File: config.mk
export PLATFORM = sky130hd
export DESIGN_NAME = mem_access
export DESIGN_NICKNAME = d
export VERILOG_FILES = /design/src/rtl/mem_access.sv
export SDC_FILE = /design/constraint.sdc
export NUM_CORES = 1
export LEC_CHECK = 0
export CELL_PAD_IN_SITES_DETAIL_PLACEMENT = 0
export CELL_PAD_IN_SITES_GLOBAL_PLACEMENT = 1
export CORE_ASPECT_RATIO = 0.5
export CORE_MARGIN = 3
export CORE_UTILIZATION = 42
export DETAILED_ROUTE_END_ITERATION = 7
export DONT_BUFFER_PORTS = 1
export GPL_TIMING_DRIVEN = 0
export PLACE_DENSITY_LB_ADDON = 0.1
export SLEW_MARGIN = 20
export SYNTH_ARGS = -nofsm -noshare
export SYNTH_HDL_FRONTEND = slang
export SYNTH_SLANG_ARGS = --single-unit
File: constraint.sdc
create_clock -name clk -period 2.1 [get_ports clk]
set_input_delay 0.105 -clock clk [delete_from_list [all_inputs] [get_ports clk]]
set_output_delay 0.105 -clock clk [all_outputs]
set_load 0.02 [all_outputs]
File: src/rtl/mem_access.sv
// Memory-stage access controller: aligns, issues and times out a single data-bus
// transaction per load/store, stalling the upstream pipeline until it completes.
module mem_access (
    input  logic        clk,
    input  logic        rst,
    input  logic        MemReadIn,
    input  logic        MemWriteIn,
    input  logic        MemtoRegIn,
    input  logic        RegWriteIn,
    input  logic [1:0]  sizeIn,
    input  logic        signedIn,
    input  logic [31:0] AluIn,
    input  logic [31:0] writeDataIn,
    input  logic [4:0]  writeRegIn,
    output logic        memReq,
    output logic        memWe,
    output logic [31:0] memAddr,
    output logic [31:0] memWData,
    output logic [3:0]  memBe,
    input  logic [31:0] memRData,
    input  logic        memAck,
    output logic        MemtoRegOut,
    output logic        RegWriteOut,
    output logic [31:0] AluOut,
    output logic [31:0] MemDataOut,
    output logic [4:0]  writeRegOut,
    output logic        stallOut,
    output logic        misalignOut,
    output logic        busErrOut
);
    // state  | meaning
    // IDLE   | no transaction; aligned memory op stalls and launches one
    // ACCESS | memReq held until memAck or 16 cycles without ack
    // DONE   | one-cycle result slot for MEM/WB, pipeline released
    typedef enum logic [1:0] {IDLE, ACCESS, DONE} state_t;

    state_t      state, nextState;
    logic [3:0]  toCnt;
    logic [31:0] rdataReg;
    logic        errFlag;
    logic        memOp, aligned, pending, isRead;
    logic [7:0]  loadByte;
    logic [15:0] loadHalf;
    logic [31:0] loadVal;

    assign memOp   = MemReadIn | MemWriteIn;
    assign pending = memOp & aligned;
    assign isRead  = MemReadIn & ~MemWriteIn;

    always_comb begin
        aligned = 1'b1;
        case (sizeIn)
            2'b00:   aligned = 1'b1;
            2'b01:   aligned = ~AluIn[0];
            default: aligned = (AluIn[1:0] == 2'b00);
        endcase
    end

    always_ff @(posedge clk) begin
        if (rst) begin
            state    <= IDLE;
            toCnt    <= 4'd0;
            rdataReg <= 32'd0;
            errFlag  <= 1'b0;
        end else begin
            state <= nextState;
            case (state)
                IDLE: begin
                    toCnt   <= 4'd0;
                    errFlag <= 1'b0;
                end
                ACCESS: begin
                    if (memAck) begin
                        rdataReg <= memRData;
                    end else begin
                        toCnt <= toCnt + 4'd1;
                        if (toCnt == 4'hF) errFlag <= 1'b1;
                    end
                end
                default: ;
            endcase
        end
    end

    always_comb begin
        nextState = state;
        case (state)
            IDLE:    if (pending) nextState = ACCESS;
            ACCESS:  if (memAck || toCnt == 4'hF) nextState = DONE;
            DONE:    nextState = IDLE;
            default: nextState = IDLE;
        endcase
    end

    // Store lane steering; loads read the whole word and extract afterwards.
    always_comb begin
        memWData = writeDataIn;
        memBe    = 4'b1111;
        if (MemWriteIn) begin
            case (sizeIn)
                2'b00: begin
                    memWData = {4{writeDataIn[7:0]}};
                    memBe    = 4'b0001 << AluIn[1:0];
                end
                2'b01: begin
                    memWData = {2{writeDataIn[15:0]}};
                    memBe    = AluIn[1] ? 4'b1100 : 4'b0011;
                end
                default: begin
                    memWData = writeDataIn;
                    memBe    = 4'b1111;
                end
            endcase
        end
    end

    always_comb begin
        loadByte = rdataReg[7:0];
        case (AluIn[1:0])
            2'b00: loadByte = rdataReg[7:0];
            2'b01: loadByte = rdataReg[15:8];
            2'b10: loadByte = rdataReg[23:16];
            2'b11: loadByte = rdataReg[31:24];
        endcase
        loadHalf = AluIn[1] ? rdataReg[31:16] : rdataReg[15:0];
        case (sizeIn)
            2'b00:   loadVal = {{24{signedIn & loadByte[7]}}, loadByte};
            2'b01:   loadVal = {{16{signedIn & loadHalf[15]}}, loadHalf};
            default: loadVal = rdataReg;
        endcase
    end

    assign memAddr     = {AluIn[31:2], 2'b00};
    assign memReq      = ~rst & (state == ACCESS);
    assign memWe       = memReq & MemWriteIn;
    assign stallOut    = ~rst & (((state == IDLE) & pending) | (state == ACCESS));
    assign misalignOut = ~rst & (state == IDLE) & memOp & ~aligned;
    assign busErrOut   = ~rst & (state == DONE) & errFlag;
    assign RegWriteOut = ~rst & RegWriteIn & ~misalignOut & ~busErrOut;
    assign MemDataOut  = (~rst & (state == DONE) & isRead & ~errFlag) ? loadVal : 32'd0;

    assign AluOut      = AluIn;
    assign MemtoRegOut = MemtoRegIn;
    assign writeRegOut = writeRegIn;

endmodule

==> summary.md, run 1 <==
| Metric | Value |
|---|---|
| Clock buffer depth | 2 |
| PwrDens | 558 mW/mm2 |
| Largest net degree at the start of global routing | 12 |
| Inserted Clock Buffers | 5 |
| Post-route ant nets | 0 |
| Post-DR vias/cell | 5.56 |
| Num rows | 21 |
| Hold wc startpoint | rst |
| Relative slew slack | 0.422 |
| Post-layout util | 0.549 |
| Core area | 0.00702 mm2 |
| Leak | 1.70 nW |
| Slowest CP cell | nor3_1 |
| Avg Cell Area, Syn | 7.30 um2 |
| Cells along the critical path | nor2_2 > nand4_4 > buf_4 > nor3_1 |
| Post-Syn Area | 0.00318 mm2 |
| Status | finished clean |
| N_diodes | 0 |
| Top_reg_cell synth | dfxtp_1 |
| Fin crit period | 2.04 ns |
| Worst EP arrival | 1.93 ns |
| Clock skew | 0.00292 ns |
| Later-pin clock latency in the skew report | 0.27 ns |
| Met1 Use GR | 0.305 |
| Seq/Total Area, Yosys | 0.245 |
| GR Util met2 | 0.414 |
| Seq cells post-synth | 39 |
| Max Fclk | 491 MHz |
| DR pass1 iterations | 4 |
| Commonest non-fill, non-tap cell in the layout | nand2_1 |
| Max Cap Violations | 0 |
| Chip height | 67.6 um |
| Starting Density | 0.454 |
| Clock sinks | 39 |
| Overall routing resource usage | 0.241 |
| Least-Margin Pin Slew | 0.858 ns |
| Initial antenna violation count | 0 |
| Crit end category | primary output |
| Clock slew at reported path FFs | 0.05 ns |
| GRT Max-Usage Layer | met2 |
| Vias post-DR | 3183 |
| Most frequent cells in the layout | nand2_1 (98), buf_4 (82), a21oi_1 (53) |
| Origin of the worst setup path | state[0]$_SDFFE_PP0P_ |
| VDD IR max | 0.000336 V |
| # port buffers | 0 |
| DP HPWL | 9060 um |
| CP Class | register to primary output |
| P&R area growth vs syn | 21.1% |
| CTS tree | done |
| Overall power | 2.15 mW |
| Non-filler cells, final | 572 |
| Routed WL | 11100 um |
| Largest fanout on the critical path | 8 |
| Place WS | -0.0410 ns |
| Cell area after layout | 0.00385 mm2 |
| Iter 0 DRT Violations | 221 |
| Final worst setup slack | 0.0631 ns |
| CP Data Required Time | 2.00 ns |
| Post-synth EDFFs | 0 |
| Final Hold Fails | 0 |
| Die extent in x | 129 um |
| Met3 usage | 0.0679 |
| H-tree levels | 2 |
| Slowest stage delay, CP | 0.62 ns |
| WHS | 0.0356 ns |
| Clock root cell | clkbuf_16 |
| Post-synthesis cell type count | 37 |
| Setup TNS | 0 ns |
| Grt ovf | 0 |
| Period utilization | 0.970 |
| Crit path buffers/inverters | 1 |
| Synth Warn # | 0 |
| Vias in the first global route | 3123 |
| CP Launch Type | register |
| DP Cell Count | 529 |
| Die area | 0.00873 mm2 |
| DR DRC count | 0 |
| First-pass GRT wire length | 16400 um |
| Slew Limit Fails | 0 |
| Worst hold path type | input pin to register |
| Setup violations, final | 0 |
| FFs w/ async S/R, synth | 0 |
| Post-DR wirelength/cell | 19.4 um |
| Nets | 592 |
| R2r startpoint | state[0]$_SDFFE_PP0P_ |
| Placed cell areas | 0.00330 mm2 |
| Critical path's top delay family | simple AND/OR/NAND/NOR gates |
| Num ports | 255 |
| Syn Inst Count | 436 |
| Final Wtd Congestion | 0.888 |
| Share of cells above drive strength 1 | 0.273 |
| RSZ-0062 raised after global routing | yes |
cell usage after synthesis (all sizes together), types with 3 or more instances:
master | count | area [um2]
a21o | 19 | 143
a21oi | 53 | 265
a22oi | 9 | 67.6
buf | 86 | 628
clkbuf | 19 | 72.6
dfxtp | 39 | 781
inv | 5 | 18.8
mux2 | 11 | 124
mux2i | 9 | 90.1
mux4 | 7 | 158
nand2 | 98 | 368
nand2b | 5 | 31.3
nor2 | 29 | 114
nor3 | 13 | 65.1
o21ai | 5 | 25.0
o22ai | 8 | 50.1
or2 | 3 | 18.8
state kept, by name, indices dropped and copies added (netlist names):
signal and flops:
errFlag 1, state 2, rdataReg 32, toCnt 4
layout make-up:
| cell class | instances | area, um2 |
|---|---|---|
| clock buffers | 6 | 139 |
| clock inverters | 1 | 5.00 |
| fillers | 689 | 3160 |
| multi-input cells | 288 | 1740 |
| plain buffers | 105 | 702 |
| inverters | 5 | 18.8 |
| repair buffers | 36 | 350 |
| well taps | 92 | 115 |
| flip-flops and latches | 39 | 783 |
path summary, 6_finish.rpt:
path	endpoint	slack (ns)	cells after the start
max	MemDataOut[3]	0.06	4
min	state[1]$_SDFFE_PP0P_	0.04	2
max reg2reg	rdataReg[18]$_SDFFE_PP0P_	0.40	5
min reg2reg	rdataReg[0]$_SDFFE_PP0P_	0.48	2
power breakdown:
group	switching [mW]	internal, mW	leakage, nW
Clock	0.270	0.463	0.0727
Sequential	0.0337	0.769	0.317
Combinational	0.372	0.244	1.31
Total	0.675	1.48	1.70
what timing repair did:
| item | CTS | global route |
|---|---|---|
| hold endpoints to repair | 32 | 0 |
| gates resized for setup | 8 | 5 |
| buffers inserted | 2 | 2 |
| pin swaps | 3 | 2 |
| setup endpoints to repair | 16 | 26 |
| hold buffers | 32 | 0 |
kinds of logic after synthesis:
| kind of cell | after synthesis | synth area share |
|---|---|---|
| fa+ha+maj | 1 | 0.00393 |
| flops | 39 | 0.245 |
| other cells | 1 | 0.00118 |
| compound gates | 98 | 0.190 |
| mux | 27 | 0.117 |
| simple gates | 160 | 0.217 |
| buf+inv | 110 | 0.226 |
metal layers:
metal,vias up,share of wire
met3,12,0.093
met1,1533,0.40
li1,1479,-
met5,-,0
met4,0,0.0099
met2,159,0.50
Power figures use the tool's default switching activity.
==> run 2, diff against run 1 <==
Settings changed: CTS_CLUSTER_DIAMETER from default to 30, PLACE_DENSITY from default to 0.89, PLACE_DENSITY_LB_ADDON 0.1 to default.
==> run 2 against run 1 <==
  * Cell area up 1.6%
  * Non-clock buffer count up 1
  * Power down 0.40%
  * Hold slack worse by 0.017 ns
  * Setup slack worse by 0.0072 ns
  * First-iteration DRC count down 0.45%
  * Clock-buffer cell count up 1
  * Clock power down 2%
  * Critical path type unchanged
  * Highest routed layer unchanged
==> summary.md, run 2 (synthesis results as in run 1) <==
| Metric | Value |
|---|---|
| Max reg flops | 32 (unchanged) |
| DR DRC count | 0 (unchanged) |
| Crit path buffers/inverters | 1 (unchanged) |
| Largest fanout on the critical path | 8 (unchanged) |
| R2r startpoint | state[0]$_SDFFE_PP0P_ |
| Cells along the critical path | mux2i_1 > a2bb2oi_1 > or3_1 > buf_2 > a21oi_1 |
| Commonest non-fill, non-tap cell in the layout | nand2_1 |
| Core area | 0.00702 mm2 (unchanged) |
| Hold wc startpoint | memAck |
| Post-DR wirelength/cell | 19.0 um (-1.7%) |
| VDD IR max | 0.000415 V (+23%) |
| Setup violations, final | 0 (unchanged) |
| Later-pin clock latency in the skew report | 0.28 ns (about the same) |
| Switching pwr | 0.690 mW (+2.2%) |
| DP Cell Count | 529 (unchanged) |
| Worst hold path type | input pin to register |
| Clock sinks | 39 (unchanged) |
| Setup TNS | 0 ns (unchanged) |
| Leak | 1.68 nW (-1.2%) |
| Sw frac | 0.322 (+0.00814) |
| Clock root cell | clkbuf_16 |
| Origin of the worst setup path | rdataReg[31]$_SDFFE_PP0P_ |
| Post-route ant nets | 0 (unchanged) |
| Vias in the first global route | 2834 (-9.3%) |
| RSZ-0062 raised after global routing | yes |
| Final Hold Fails | 0 (unchanged) |
| H-tree levels | 2 (unchanged) |
| First-pass GRT wire length | 15500 um (-5.7%) |
| Chip height | 67.6 um (unchanged) |
| Slowest stage delay, CP | 0.46 ns (-0.16 ns) |
| Max Cap Violations | 0 (unchanged) |
| DP HPWL | 8520 um (-6.1%) |
| Relative slew slack | 0.460 (+0.0387) |
| CP Data Required Time | 2.00 ns (about the same) |
| Fin crit period | 2.04 ns (+0.00724 ns) |
| # port buffers | 0 (unchanged) |
| Die area | 0.00873 mm2 (unchanged) |
| Slew Limit Fails | 0 (unchanged) |
| Most frequent cells in the layout | nand2_1 (98), buf_4 (83), a21oi_1 (52) |
| Overall power | 2.14 mW (-0.40%) |
| Die extent in x | 129 um (unchanged) |
| Clock buffer depth | 2 (unchanged) |
| P&R area growth vs syn | 23.0% |
| CP Launch Type | register |
| CP Class | register to primary output |
| Status | finished clean |
| Inserted Clock Buffers | 5 (unchanged) |
| Non-filler cells, final | 574 (+0.35%) |
| Starting Density | 0.454 (unchanged) |
| CTS tree | done |
| Worst EP arrival | 1.94 ns (about the same) |
| Combinational fraction of design power | 0.289 (+0.003) |
| DR pass1 iterations | 4 (unchanged) |
| PwrDens | 547 mW/mm2 (-2.0%) |
| Clock slew at reported path FFs | 0.06 ns (about the same) |
| N_diodes | 0 (unchanged) |
| Clock share of power | 0.336 (-0.005) |
| Cell-internal power | 1.45 mW (-1.6%) |
| Num ports | 255 (unchanged) |
| Routed WL | 10900 um (-1.4%) |
| Critical path's top delay family | compound AO/OA/AOI/OAI gates |
| Share of cells above drive strength 1 | 0.288 (+0.0155) |
| Vias post-DR | 3129 (-1.7%) |
| Slowest CP cell | a21oi_1 |
| Nets | 593 (+0.17%) |
| Least-Margin Pin Slew | 0.801 ns (-0.0574 ns) |
| Max Fclk | 489 MHz (-0.35%) |
| Initial antenna violation count | 0 (unchanged) |
| Grt ovf | 0 (unchanged) |
| Clock skew | 0.00287 ns (-0.0000479 ns) |
| Largest Register | rdataReg |
| Iter 0 DRT Violations | 220 (-0.45%) |
| WHS | 0.0189 ns (-0.0167 ns) |
| Largest net degree at the start of global routing | 12 (unchanged) |
| Post-DR vias/cell | 5.45 (-2.0%) |
| Period utilization | 0.973 (+0.00345) |
| Sequential share of power | 0.375 (+0.002) |
| Num rows | 21 (unchanged) |
| Crit end category | primary output |
| Final Wtd Congestion | 0.842 (-5.3%) |
| Overall routing resource usage | 0.231 (-0.0102) |
| Biggest regs | rdataReg (32), toCnt (4), state (2) |
-- run 2: worst reg2reg max path: stages, from the launching register on --
cell and delay (ns):
dfxtp_1 0.49, nand2b_1 0.17, nor2_1 0.35, clkbuf_1 0.40, nand2_1 0.12, a21oi_1 0.14
-- run 2: stage by stage --
| step | setup slack (ns) | instance area (um2) | utilization |
|---|---|---|---|
| CTS | -0.0646 | 3800 | 0.541 |
| detailed placement | 0.0346 | 3300 | 0.471 |
| floorplan | 0.312 | 3190 | - |
| global route | -0.0577 | 3920 | 0.558 |
| finish | 0.0558 | 3920 | 0.558 |
| global placement | 0.0434 | 3300 | 0.471 |
-- run 2: final timing paths --
| kind | endpoint | slack [ns] | depth (start not counted) |
|---|---|---|---|
| max | MemDataOut[8] | 0.06 | 5 |
| min | state[1]$_SDFFE_PP0P_ | 0.02 | 2 |
| min reg2reg | rdataReg[10]$_SDFFE_PP0P_ | 0.47 | 2 |
| max reg2reg | rdataReg[19]$_SDFFE_PP0P_ | 0.35 | 5 |
-- run 2: area by class of cell --
class	count	area (um2)
Buffer	105	702
Clock buffer	7	133
Clock inverter	1	5.00
Fill cell	673	3100
Inverter	5	18.8
Multi-Input combinational cell	288	1800
Sequential cell	39	783
Tap cell	92	115
Timing Repair Buffer	37	358
-- run 2: routing by layer --
| layer | GRT usage | share of wire |
|---|---|---|
| met1 | 0.291 | 0.40 |
| met2 | 0.427 | 0.51 |
| met3 | 0.0355 | 0.075 |
| met4 | 0.0419 | 0.0080 |
| met5 | 0 | 0 |
-- run 2: power by group through the flow --
stage / Clock [mW] / Combinational [mW] / Sequential [mW]
floorplan: 0 / 0.495 / 0.804
global placement: 0 / 0.558 / 0.816
detailed placement: 0 / 0.562 / 0.817
CTS: 0.728 / 0.614 / 0.801
finish: 0.720 / 0.619 / 0.804
global route: 0.755 / 0.664 / 0.807
-- run 2: what timing repair did --
item / 4_1_cts / 5_1_grt
pin swaps: 1 / 2
gates cloned: 0 / 0
gates resized for setup: 5 / 17
hold endpoints to repair: 32 / 0
setup buffers: 2 / 3
hold buffers: 32 / 0
setup endpoints to repair: 15 / 27
